File: src/rtl/ysyx_mem_arbiter.sv
// rtl/ysyx_mem_arbiter.sv - IFU/LSU arbiter onto a single AXI4-Lite-style master port
module ysyx_mem_arbiter #(
    parameter int XLEN       = 32,
    parameter int STARVE_MAX = 15,
    parameter int CNT_W      = 4
) (
    input  logic            clock,
    input  logic            reset,
    input  logic [XLEN-1:0] ifu_araddr,
    input  logic            ifu_arvalid,
    output logic [XLEN-1:0] ifu_rdata,
    output logic            ifu_rvalid,
    input  logic [XLEN-1:0] lsu_araddr,
    input  logic            lsu_arvalid,
    input  logic [7:0]      lsu_rstrb,
    output logic [XLEN-1:0] lsu_rdata,
    output logic            lsu_rvalid,
    input  logic [XLEN-1:0] lsu_awaddr,
    input  logic            lsu_awvalid,
    input  logic [XLEN-1:0] lsu_wdata,
    input  logic [7:0]      lsu_wstrb,
    output logic            lsu_wready,
    output logic [XLEN-1:0] bus_araddr,
    output logic [2:0]      bus_arsize,
    output logic            bus_arvalid,
    input  logic            bus_arready,
    input  logic [XLEN-1:0] bus_rdata,
    input  logic [1:0]      bus_rresp,
    input  logic            bus_rvalid,
    output logic            bus_rready,
    output logic [XLEN-1:0] bus_awaddr,
    output logic            bus_awvalid,
    input  logic            bus_awready,
    output logic [XLEN-1:0] bus_wdata,
    output logic [3:0]      bus_wstrb,
    output logic            bus_wvalid,
    input  logic            bus_wready,
    input  logic [1:0]      bus_bresp,
    input  logic            bus_bvalid,
    output logic            bus_bready,
    output logic            out_err,
    output logic [XLEN-1:0] out_err_addr
);
    typedef enum logic [2:0] {IDLE, RD_A, RD_D, WR_A, WR_B} state_t;

    state_t           state, state_nxt;
    logic             own_ifu;
    logic [XLEN-1:0]  addr_q, wdata_q;
    logic [2:0]       size_q;
    logic [3:0]       wstrb_q;
    logic             aw_done, w_done;
    logic [CNT_W-1:0] starve;
    logic             grant_ifu, grant_st, grant_ld;
    logic             ar_hs, r_hs, aw_hs, w_hs, b_hs;
    logic [2:0]       lsu_size;
    logic             unused_wstrb_hi;

    assign unused_wstrb_hi = ^lsu_wstrb[7:4];

    always_comb begin
        grant_ifu = 1'b0;
        grant_st  = 1'b0;
        grant_ld  = 1'b0;
        if (state == IDLE) begin
            if (starve == CNT_W'(STARVE_MAX) && ifu_arvalid) grant_ifu = 1'b1;
            else if (lsu_awvalid)                             grant_st  = 1'b1;
            else if (lsu_arvalid)                             grant_ld  = 1'b1;
            else if (ifu_arvalid)                             grant_ifu = 1'b1;
        end
    end

    always_comb begin
        case (lsu_rstrb)
            8'h01:   lsu_size = 3'd0;
            8'h03:   lsu_size = 3'd1;
            default: lsu_size = 3'd2;
        endcase
    end

    assign bus_arvalid = (state == RD_A);
    assign bus_rready  = (state == RD_D);
    assign bus_awvalid = (state == WR_A) && !aw_done;
    assign bus_wvalid  = (state == WR_A) && !w_done;
    assign bus_bready  = (state == WR_B);
    assign bus_araddr  = addr_q;
    assign bus_awaddr  = addr_q;
    assign bus_arsize  = size_q;
    assign bus_wdata   = wdata_q;
    assign bus_wstrb   = wstrb_q;

    assign ar_hs = bus_arvalid && bus_arready;
    assign r_hs  = bus_rready  && bus_rvalid;
    assign aw_hs = bus_awvalid && bus_awready;
    assign w_hs  = bus_wvalid  && bus_wready;
    assign b_hs  = bus_bready  && bus_bvalid;

    always_comb begin
        state_nxt = state;
        case (state)
            IDLE:    if (grant_st) state_nxt = WR_A;
                     else if (grant_ld || grant_ifu) state_nxt = RD_A;
            RD_A:    if (ar_hs) state_nxt = RD_D;
            RD_D:    if (r_hs) state_nxt = IDLE;
            // AW and W may complete in either order; B waits for both
            WR_A:    if ((aw_done || aw_hs) && (w_done || w_hs)) state_nxt = WR_B;
            WR_B:    if (b_hs) state_nxt = IDLE;
            default: state_nxt = IDLE;
        endcase
    end

    always_ff @(posedge clock or posedge reset) begin
        if (reset) begin
            state        <= IDLE;
            own_ifu      <= 1'b0;
            addr_q       <= '0;
            wdata_q      <= '0;
            size_q       <= 3'd0;
            wstrb_q      <= 4'd0;
            aw_done      <= 1'b0;
            w_done       <= 1'b0;
            starve       <= '0;
            ifu_rdata    <= '0;
            lsu_rdata    <= '0;
            ifu_rvalid   <= 1'b0;
            lsu_rvalid   <= 1'b0;
            lsu_wready   <= 1'b0;
            out_err      <= 1'b0;
            out_err_addr <= '0;
        end else begin
            state <= state_nxt;
            // a requester that let go of its valid gets no completion pulse
            ifu_rvalid <= r_hs && own_ifu && ifu_arvalid;
            lsu_rvalid <= r_hs && !own_ifu && lsu_arvalid;
            lsu_wready <= b_hs && lsu_awvalid;
            if (grant_ifu || grant_ld || grant_st) begin
                own_ifu <= grant_ifu;
                addr_q  <= grant_ifu ? ifu_araddr : (grant_st ? lsu_awaddr : lsu_araddr);
                size_q  <= grant_ld ? lsu_size : 3'd2;
                aw_done <= 1'b0;
                w_done  <= 1'b0;
            end
            if (grant_st) begin
                wdata_q <= lsu_wdata;
                wstrb_q <= lsu_wstrb[3:0];
            end
            if (aw_hs) aw_done <= 1'b1;
            if (w_hs)  w_done  <= 1'b1;
            if (grant_ifu)
                starve <= '0;
            else if (state == IDLE && ifu_arvalid && starve != CNT_W'(STARVE_MAX))
                starve <= starve + 1'b1;
            if (r_hs) begin
                if (own_ifu) ifu_rdata <= bus_rdata;
                else         lsu_rdata <= bus_rdata;
            end
            if (!out_err && ((r_hs && bus_rresp != 2'd0) || (b_hs && bus_bresp != 2'd0))) begin
                out_err      <= 1'b1;
                out_err_addr <= addr_q;
            end
        end
    end
endmodule

File: config.mk
export PLATFORM = sky130hd
export DESIGN_NAME = ysyx_mem_arbiter
export DESIGN_NICKNAME = d
export VERILOG_FILES = /design/src/rtl/ysyx_mem_arbiter.sv
export SDC_FILE = /design/constraint.sdc
export NUM_CORES = 1
export LEC_CHECK = 0
export CORE_AREA = 2 2 153 155
export CTS_CLUSTER_DIAMETER = 200
export DETAILED_ROUTE_END_ITERATION = 6
export DIE_AREA = 0 0 155 157
export PLACE_DENSITY = 0.77
export SYNTH_ARGS = -nofsm -noshare
export SYNTH_HDL_FRONTEND = slang
export SYNTH_SLANG_ARGS = --single-unit
File: constraint.sdc
create_clock -name clock -period 7.7 [get_ports clock]
set_input_delay 1.155 -clock clock [delete_from_list [all_inputs] [get_ports clock]]
set_output_delay 1.155 -clock clock [all_outputs]
set_load 0.03 [all_outputs]
Word level (Yosys, flattened, before mapping)
Cells that the tools add are included.
{"block": "totals", "ff_bits": 181, "latch_bits": 0, "ramBits": 0, "romBits": 0, "in_bits": 190, "out_inout_bits": 208, "word_cells": 96, "memories": 0}
{"block": "op_classes", "n_addsub": 1, "multipliers": 0, "div": 0, "n_lt_le_gt_ge": 0, "eq_ne": 13, "shifts": 0, "mux": 28, "bitwise_logic": 1, "reduce_logical": 37}
{"op": "32-bit two-way mux", "count": 2}
{"op": "3-bit two-way mux", "count": 7}
{"op": "1-bit logical AND", "count": 19}
{"op": "1-bit two-way mux", "count": 15}
{"op": "3-bit one-hot mux with 5 select lines", "count": 1}
{"op": "2-bit nonzero test", "count": 5}
{"op": "8-bit by 1-bit equality test with 1-bit output, second input constant", "count": 1}
{"op": "8-bit by 2-bit equality test with 1-bit output, second input constant", "count": 1}
{"op": "4-bit two-way mux", "count": 2}
{"op": "2-bit by 1-bit != test with 1-bit output, second input constant", "count": 4}
{"op": "3-bit by 2-bit equality test with 1-bit output, second input constant", "count": 2}
{"op": "1-bit logical OR", "count": 5}
{"op": "5-bit AND reduction", "count": 1}
{"op": "4-bit by 1-bit adder with 4-bit output, second input constant", "count": 1}
{"op": "4-bit equality test, second input constant", "count": 1}
{"op": "1-bit zero test", "count": 4}
{"op": "4-bit != test, second input constant", "count": 1}
{"op": "2-bit one-hot mux with 2 select lines", "count": 1}
{"op": "2-bit AND reduction", "count": 2}
{"op": "3-bit by 1-bit equality test with 1-bit output, second input constant", "count": 1}
{"op": "3-bit equality test, second input constant", "count": 1}
{"op": "3-bit zero test", "count": 1}
{"op": "3-bit by 2-bit != test with 1-bit output, second input constant", "count": 1}
{"op": "1-bit NOT", "count": 1}

Logic depth before layout (Yosys ltp)
Gate-level depths: netlist of run 1.
{"block": "logic_depth", "ltp_word": 9, "mapped_depth": 8, "mapped_depth_nobuf": 6}

Least setup slack after synthesis of run 1
Ideal clock, no wire load.
{"block": "synth_timing", "path_type": "input-to-reg", "from": "in ifu_arvalid", "to": "reg wdata_q[17], in the netlist bus_wdata[17]", "setup_ns": 0.125, "arrival_ns": 2.271, "t_required_ns": 7.575, "slack_ns": 5.304, "stages": 6, "path_buffers": 2, "path_cell_list": "and4_1 nor2b_1 buf_2 nand2_2 buf_4 mux2_2"}
{"block": "synth_between", "elab_chain_len": 3}
{"element": "start: declaration", "line_no": "10", "rtl": "input logic ifu_arvalid,"}
{"element": "1-bit logical AND", "line_no": "65", "rtl": "if (starve == CNT_W'(STARVE_MAX) && ifu_arvalid) grant_ifu = 1'b1;"}
{"element": "1-bit two-way mux", "line_no": "65"}
{"element": "1-bit two-way mux", "line_no": "64", "rtl": "if (state == IDLE) begin"}
{"element": "end signal: assignment", "line_no": "143", "rtl": "wdata_q <= lsu_wdata;"}
{"element": "end: declaration", "line_no": "48", "rtl": "logic [XLEN-1:0] addr_q, wdata_q;"}
No other way between the ends.
A chain may end at the register's enable or synchronous reset.

Worst setup path after layout of run 1
{"block": "layout_timing", "from": "in ifu_arvalid", "to": "reg wdata_q[20], in the netlist bus_wdata[20]"}
The elaborated chain is that of the path after synthesis.

==> results.py, run 1 <==
metrics = {
    "global_route": {
        "antenna_found_initial": 0,
        "grt_pass1_wl_um": 31700,
        "grt_pass1_vias": 5799,
        "grt_overflow_total": 0,
        "grt_max_degree": 108,
        "grt_usage_pct": 16.7,
    },
    "finish": {
        "antennaDiodeCount": 0,
        "final_nets": 1081,
        "fin_area_sq_mm": 0.0120,
        "multi_input_area_sq_mm": 0.00256,
        "final_cell_mix": "clkdlybuf4s50_1 (392), dfrtp_1 (180), mux2_2 (129), a22oi_1 (65), o21ai_0 (24)",
        "drive_gt1_share_pct": 19.5,
        "syn_to_final_growth_pct": 59.5,
        "num-fill-cells": 1948,
        "layout_commonest_cell": "clkdlybuf4s50_1",
        "seqCellArea_sq_mm": 0.00450,
    },
    "cts": {
        "clock-root-buffer": "clkbuf_16",
        "post_cts_buffers": 0,
        "clock-sinks": 180,
        "clk_path_buf_depth": 2,
        "cts_tree": "done",
        "clk_latency_ns": 0.42,
        "cts_max_level": 4,
        "cts.repair.resized": 0,
        "clk_pin_slew_worst_paths_ns": 0.08,
        "numCtsBuffers": 17,
        "cts_hold_buf": 0,
    },
    "drt": {
        "first_pass_iters": 4,
        "dr_total_vias": 5752,
        "totalWireLength_um": 21400,
        "ant_nets": 0,
        "avgViaCountPerCell": 4.84,
        "drt_iter0_markers": 245,
        "drt_drc_violations_left": 0,
        "drt-wirelength-per-cell_um": 18.0,
    },
    "sta": {
        "clock_skew_ns": 0.0149,
        "maxSlewHeadroom_pct": 21.7,
        "fin_crit_sh_pct": 42.5,
        "fin_crit_ns": 3.27,
        "maxSlewViolCount": 0,
        "rsz0062_at_grt": "no",
        "fmax_mhz": 306,
        "final_hold_viol_count": 0,
        "finalSetupViolCount": 0,
        "setup_tns_ns": 0,
        "layout_setup_ws_ns": 4.43,
        "tightestPinTransition_ns": 1.17,
    },
    "floorplanning": {
        "dieHeight_um": 157,
        "die_area_sq_mm": 0.0243,
        "initial_core_util_pct": 33.4,
        "row_count": 55,
        "die_w_um": 155,
        "design.core.area_sq_mm": 0.0225,
        "ioPinCount": 398,
    },
    "synthesis": {
        "synth_enable_flop_cells": 0,
        "synth_area_per_cell_sq_um": 13.9,
        "async_reset_ff_share_pct": 100,
        "synth_cell_type_count": 39,
        "synth_fp_nets": 730,
        "ys_warn_count": 0,
        "yosysSeqAreaShare_pct": 60.0,
        "synth_cells": 539,
        "ys_seq_elements": 180,
        "ys.flop_type": "dfrtp_1",
        "syn_area_sq_mm": 0.00751,
    },
    "worst_setup_path": {
        "start_kind": "input port",
        "critPathKind": "input port to flop",
        "crit_required_ns": 8.01,
        "endpoint_kind": "flop",
        "crit_fanout": 36,
        "worst_ep_arrival_time_ns": 3.58,
        "critPathLaunch": "ifu_arvalid",
        "r2r_start": "starve[0]",
    },
    "place": {
        "hpwlAfterDp_um": 15700,
        "port_buffers": 392,
        "pre_cts_ws_ns": 3.95,
        "place.gp.congestion": 0.755,
        "dpl_cell_area_sq_mm": 0.0114,
    },
    "status": {
        "outcome": "finished, final reports clean",
    },
    "flow_run": {
        "drv_cap": 0,
    },
    "power": {
        "finalPower_mw": 5.42,
        "p_per_area_mw_per_mm2": 452,
        "ir_drop_uv": 263,
        "static-leakage-power_nw": 5.01,
    },
    "min_path": {
        "hp-class": "flop to flop",
        "holdCritStartpoint": "out_err_addr[25]",
    },
}
-- worst max-delay path: stages --
cell,delay (ns)
clkdlybuf4s50_1,0.51
and4_1,0.28
nor2b_2,0.11
buf_4,0.36
nand2_2,0.60
mux2_1,0.53
-- cell type report --
class | instances | area share, %
inverters | 3 | 0.157
clock inverters | 14 | 1.17
flip-flops and latches | 180 | 37.6
multi-input cells | 291 | 21.4
well taps | 285 | 2.98
repair buffers | 397 | 33.1
clock buffers | 18 | 3.58
-- flip-flops by register name (all words and copies together), names as in the netlist, 2 cells and up --
name,cells
bus_wdata,32
bus_araddr,32
starve,4
state,3
lsu_rdata,32
bus_wstrb,4
ifu_rdata,32
bus_arsize,2
out_err_addr,32
-- per-layer routing --
| metal | wire (um) | share of wire, % | GRT usage [%] |
|---|---|---|---|
| met3 | 1420 | 6.7 | 4.10 |
| met1 | 8660 | 41 | 20.0 |
| met2 | 10900 | 51 | 29.9 |
| met4 | 336 | 1.6 | 4.85 |
| met5 | 0 | 0 | 0 |
-- cells in the mapped netlist (all sizes together), types with 2 or more instances --
master | number | area share (%)
nor2b | 2 | 0.17
nor2 | 13 | 0.65
clkbuf | 9 | 0.45
mux2 | 133 | 20
inv | 3 | 0.15
nor3 | 2 | 0.20
or3 | 3 | 0.32
a22o | 5 | 0.58
and3 | 3 | 0.25
nor4b | 2 | 0.43
o22ai | 2 | 0.17
a21oi | 4 | 0.32
dfrtp | 180 | 60
a22oi | 65 | 6.5
nand2 | 7 | 0.38
nand3b | 2 | 0.20
o21ai | 34 | 2.3
buf | 56 | 5.5
a21o | 3 | 0.30
-- through the flow --
step	std cells	hold WS, ns	util, %
after floorplan	539	0.479	-
after global placement	1156	0.469	50.7
after detailed placement	1156	0.475	50.7
after CTS	1188	0.490	53.2
after global routing	1188	0.505	53.2
final	1188	0.483	53.2
-- power breakdown --
| part | internal, mW | switching (mW) | leakage (nW) |
|---|---|---|---|
| combinational | 1.31 | 1.60 | 2.50 |
| sequential | 1.38 | 0.289 | 2.24 |
| clock | 0.431 | 0.405 | 0.271 |
| total | 3.12 | 2.29 | 5.01 |
-- cells by family after synthesis --
kind of cell / synth area share [%]
flops: 60.0
mux: 20.0
compound gates: 10.4
buf+inv: 6.12
simple gates: 3.35
fa+ha+maj: 0.167
other cells: 0.0500
-- worst paths after layout --
kind	to	slack (ns)	depth (start not counted)
worst min register to register	out_err_addr[25]	0.48	1
worst max-delay path	bus_wdata[20]	4.43	6
max in group asynchronous	lsu_rvalid	4.92	3
min in group asynchronous	bus_wdata[21]	1.21	2
worst max register to register	bus_wdata[20]	5.09	6
worst min-delay path	out_err_addr[25]	0.48	1
Note: power is estimated with default switching activity, not from simulation.
==> run 2: changes to the inputs <==
==> constraint.sdc (replaced) <==
create_clock -name clock -period 3.2 [get_ports clock]
set_input_delay 0.48 -clock clock [delete_from_list [all_inputs] [get_ports clock]]
set_output_delay 0.48 -clock clock [all_outputs]
set_load 0.03 [all_outputs]
==> results.py, run 2 (synthesis results as in run 1) <==
metrics = {
    "power": {
        "static-leakage-power_nw": 5.08,
        "finalPower_mw": 13.2,
        "ir_drop_uv": 713,
        "p_per_area_mw_per_mm2": 1090,
    },
    "finish": {
        "final_nets": 1087,
        "antennaDiodeCount": 0,
        "syn_to_final_growth_pct": 61.2,
        "final_cell_mix": "clkdlybuf4s50_1 (392), dfrtp_1 (180), mux2_2 (129), a22oi_1 (65), o21ai_0 (24)",
        "drive_gt1_share_pct": 20.1,
        "layout_commonest_cell": "clkdlybuf4s50_1",
        "final_util_pct": 53.8,
    },
    "sta": {
        "fin_crit_ns": 2.53,
        "maxSlewHeadroom_pct": 58.8,
        "fmax_mhz": 396,
        "maxSlewViolCount": 0,
        "tightestPinTransition_ns": 0.617,
        "final_hold_viol_count": 0,
        "rsz0062_at_grt": "no",
        "clock_skew_ns": 0.0107,
        "fin_crit_sh_pct": 78.9,
        "finalSetupViolCount": 0,
        "setup_tns_ns": 0,
    },
    "flow_run": {
        "drv_cap": 0,
    },
    "worst_setup_path": {
        "worst_ep_arrival_time_ns": 2.05,
        "max_stage_delay_ns": 0.71,
        "cp_cell_sequence": "or2_2, nor2_1, clkdlybuf4s50_1",
        "reg2reg_slack_ns": 1.10,
        "endpoint_kind": "output port",
        "crit_required_ns": 2.72,
        "slowest_stage": "clkdlybuf4s50_1",
        "critPathKind": "flop to output port",
        "r2r_start": "state[0]",
        "r2r_cells": 5,
        "crit_family": "buffers and inverters",
        "start_kind": "flop",
        "crit_fanout": 8,
        "path_buf_inv": 1,
        "critPathLaunch": "state[0]",
        "r2r_end": "out_err_addr[20]",
    },
    "global_route": {
        "grt_pass1_vias": 5976,
        "antenna_found_initial": 1,
        "grt_usage_pct": 17.8,
        "grt_overflow_total": 0,
        "grt_max_degree": 93,
        "grt_pass1_wl_um": 33200,
    },
    "cts": {
        "clk_latency_ns": 0.42,
        "clock-root-buffer": "clkbuf_16",
        "cts.repair.resized": 0,
        "cts_tree": "done",
        "numCtsBuffers": 17,
        "post_cts_buffers": 0,
        "cts_hold_buf": 0,
        "cts_max_level": 4,
        "clk_path_buf_depth": 2,
        "clk_pin_slew_worst_paths_ns": 0.08,
        "clock-sinks": 180,
    },
    "place": {
        "hpwlAfterDp_um": 16800,
        "place.gp.congestion": 0.770,
        "port_buffers": 392,
    },
    "drt": {
        "ant_nets": 0,
        "avgViaCountPerCell": 4.84,
        "drt_iter0_markers": 191,
        "first_pass_iters": 4,
        "dr_total_vias": 5774,
        "totalWireLength_um": 22200,
        "drt_drc_violations_left": 0,
        "drt-wirelength-per-cell_um": 18.6,
    },
    "floorplanning": {
        "die_area_sq_mm": 0.0243,
        "ioPinCount": 398,
        "dieHeight_um": 157,
        "initial_core_util_pct": 33.4,
        "design.core.area_sq_mm": 0.0225,
        "row_count": 55,
        "die_w_um": 155,
    },
    "status": {
        "outcome": "finished, final reports clean",
    },
    "min_path": {
        "hp-class": "input port to async pin",
    },
}
==> run 2: changes by cell type in the layout (fill, tap and decap cells not counted) <==
cell / delta
clkinv_8: +1
clkbuf_1: -1
clkinvlp_4: -2
clkinv_4: +2
inv_6: -2
buf_4: +3
clkinv_2: -1
buf_12: +3
clkbuf_8: +1
bufinv_16: +1
inv_8: +1
==> run 2: worst max-delay path by stage <==
stage / slack, ns / end / cells past startpoint
floorplan: 0.41 / aw_done / 1
global placement: 0.68 / out_err_addr[20] / 6
global route: 0.55 / bus_rready / 3
finish: 0.67 / bus_rready / 3
CTS: 0.63 / bus_rready / 3
detailed placement: 0.68 / out_err_addr[24] / 6
==> run 2: routing by layer <==
metal	share of wire [%]	global-route usage [%]	vias up
li1	-	-	2661
met1	39	20.4	2833
met2	52	32.3	255
met3	7.3	5.09	23
met4	1.6	5.47	2
met5	0.058	0	-
==> run 2: cell type report <==
class,instances,area (sq um)
fillers,1957,10400
flip-flops and latches,180,4500
repair buffers,403,4040
multi-input cells,291,2560
clock buffers,18,439
well taps,285,357
clock inverters,14,181
inverters,3,15.0
==> run 2: worst register-to-register path: stages, from the launching register on <==
cell,delay [ns]
dfrtp_1,0.47
and4bb_2,0.37
o21ai_1,0.15
a21oi_4,0.16
buf_4,0.40
mux2_2,0.42
==> run 2: through the flow <==
step                      setup slack, ns  hold WS [ns]  instance area, sq um  std cells
final                               0.674         0.480                 12100       1194
after global routing                0.550         0.515                 12100       1194
after CTS                           0.628         0.476                 12100       1194
after detailed placement            0.684         0.475                 11500       1162
after global placement              0.681         0.469                 11500       1162
after floorplan                     0.411         0.479                  7510        539
==> run 2: power breakdown <==
| part | internal, mW | switching [mW] |
|---|---|---|
| clock network | 1.15 | 1.00 |
| logic | 3.19 | 3.86 |
| registers | 3.32 | 0.710 |
==> run 3: changes to the inputs <==
==> config.mk (replaced) <==
export PLATFORM = sky130hd
export DESIGN_NAME = ysyx_mem_arbiter
export DESIGN_NICKNAME = d
export VERILOG_FILES = /design/src/rtl/ysyx_mem_arbiter.sv
export SDC_FILE = /design/constraint.sdc
export NUM_CORES = 1
export LEC_CHECK = 0
export CORE_AREA = 2 2 157 159
export CTS_CLUSTER_DIAMETER = 200
export DETAILED_ROUTE_END_ITERATION = 6
export DIE_AREA = 0 0 159 161
export PLACE_DENSITY = 0.76
export SYNTH_ARGS = -nofsm -noshare
export SYNTH_HDL_FRONTEND = slang
export SYNTH_SLANG_ARGS = --single-unit
==> constraint.sdc (replaced) <==
create_clock -name clock -period 2.25 [get_ports clock]
set_input_delay 0.3375 -clock clock [delete_from_list [all_inputs] [get_ports clock]]
set_output_delay 0.3375 -clock clock [all_outputs]
set_load 0.03 [all_outputs]
==> results.py, run 3 (synthesis results as in run 1) <==
metrics = {
    "drt": {
        "ant_nets": 0,
        "totalWireLength_um": 21400,
        "avgViaCountPerCell": 4.69,
        "drt-wirelength-per-cell_um": 17.3,
        "drt_drc_violations_left": 0,
        "drt_iter0_markers": 208,
        "dr_total_vias": 5800,
        "first_pass_iters": 4,
    },
    "finish": {
        "drive_gt1_share_pct": 20.3,
        "seqCellArea_sq_mm": 0.00450,
        "final_nets": 1090,
        "layout_commonest_cell": "clkdlybuf4s50_1",
        "num-fill-cells": 2111,
        "syn_to_final_growth_pct": 62.6,
        "multi_input_area_sq_mm": 0.00256,
        "fin_area_sq_mm": 0.0122,
        "final_cell_mix": "clkdlybuf4s50_1 (387), dfrtp_1 (180), mux2_2 (129), a22oi_1 (65), o21ai_0 (24)",
    },
    "cts": {
        "post_cts_buffers": 0,
        "clk_pin_slew_worst_paths_ns": 0.07,
        "numCtsBuffers": 17,
        "cts_tree": "done",
        "clk_path_buf_depth": 2,
        "clock-sinks": 180,
        "cts_max_level": 4,
        "clk_latency_ns": 0.43,
        "clock-root-buffer": "clkbuf_16",
    },
    "power": {
        "static-leakage-power_nw": 5.13,
        "p_per_area_mw_per_mm2": 1530,
        "finalPower_mw": 18.7,
        "ir_drop_uv": 626,
    },
    "floorplanning": {
        "initial_core_util_pct": 31.3,
        "ioPinCount": 398,
        "die_w_um": 159,
        "row_count": 57,
        "design.core.area_sq_mm": 0.0240,
        "die_area_sq_mm": 0.0256,
        "dieHeight_um": 161,
    },
    "place": {
        "pre_cts_ws_ns": 0.0284,
        "port_buffers": 392,
        "dpl_cell_area_sq_mm": 0.0116,
        "hpwlAfterDp_um": 16200,
        "place.gp.congestion": 0.787,
    },
    "worst_setup_path": {
        "critPathKind": "flop to output port",
        "crit_required_ns": 1.91,
        "start_kind": "flop",
        "path_buf_inv": 2,
        "crit_fanout": 9,
        "cp_cell_sequence": "nor2_1, nand2_1, inv_1, dlygate4sd2_1",
        "crit_family": "buffers and inverters",
        "slowest_stage": "dfrtp_1",
        "worst_ep_arrival_time_ns": 1.78,
        "max_stage_delay_ns": 0.48,
        "endpoint_kind": "output port",
    },
    "flow_run": {
        "drv_cap": 0,
    },
    "global_route": {
        "grt_usage_pct": 16.5,
        "grt_pass1_vias": 5976,
        "grt_pass1_wl_um": 33200,
        "grt_max_degree": 89,
        "grt_overflow_total": 0,
        "antenna_found_initial": 1,
    },
    "sta": {
        "layout_setup_ws_ns": 0.137,
        "rsz0062_at_grt": "no",
        "finalSetupViolCount": 0,
        "final_hold_viol_count": 0,
        "fin_crit_sh_pct": 93.9,
        "fmax_mhz": 473,
        "maxSlewViolCount": 0,
        "fin_crit_ns": 2.11,
        "clock_skew_ns": 0.0140,
    },
    "min_path": {
        "hp-class": "input port to async pin",
    },
    "status": {
        "outcome": "finished, final reports clean",
    },
}
-- run 3: final cells by class --
cell class,count,area share (%)
Antenna cell,1,0.0205
Clock buffer,18,3.52
Clock inverter,14,1.13
Inverter,3,0.123
Multi-Input combinational cell,291,21.0
Sequential cell,180,36.9
Tap cell,324,3.32
Timing Repair Buffer,406,34.0
-- run 3: worst paths after layout --
kind / endpoint / depth (start not counted) / start / slack (ns)
setup / recovery: bus_bready / 4 / state[1] / 0.14
hold / removal: bus_wdata[27] / 3 / reset / 0.37
setup reg to reg: out_err_addr[6] / 7 / state[1] / 0.24
hold reg to reg: out_err_addr[26] / 1 / out_err_addr[26] / 0.49
max in group asynchronous: out_err_addr[30] / 3 / reset / 1.42
min in group clock: out_err_addr[26] / 1 / out_err_addr[26] / 0.49
-- run 3: worst min-delay path, stage by stage --
cell,delay [ns]
clkdlybuf4s50_1,0.44
clkinvlp_4,0.13
buf_12,0.28
-- run 3: repair_timing --
| item | in CTS | in global routing |
|---|---|---|
| hold buffers | 0 | 0 |
| gates resized for setup | 4 | 1 |
| pin swaps | 0 | 0 |
| endpoints found under the setup margin | 4 | 1 |
-- run 3: power breakdown --
group / total [mW] / switching [mW] / internal, mW / leakage (nW)
logic: 10.0 / 5.46 / 4.58 / 2.61
registers: 5.75 / 1.02 / 4.73 / 2.24
clock network: 2.86 / 1.39 / 1.48 / 0.278
-- run 3: stage by stage --
step | util (%) | std cells | TNS, ns | hold WS, ns
after floorplan | - | 539 | -71.30 | 0.446
after global placement | 48.6 | 1204 | 0 | 0.469
after detailed placement | 48.6 | 1204 | 0 | 0.477
after CTS | 50.9 | 1236 | 0 | 0.378
after global routing | 50.9 | 1236 | 0 | 0.395
final | 50.9 | 1237 | 0 | 0.368
-- run 3: routing by layer --
| layer | GRT usage (%) | share of wire [%] | vias up | wire (um) |
|---|---|---|---|---|
| li1 | - | - | 2663 | - |
| met4 | 3.64 | 0.72 | 0 | 154 |
| met2 | 29.8 | 52 | 260 | 11000 |
| met5 | 0 | 0 | - | 0 |
| met1 | 19.8 | 41 | 2868 | 8830 |
| met3 | 4.42 | 6.5 | 9 | 1390 |
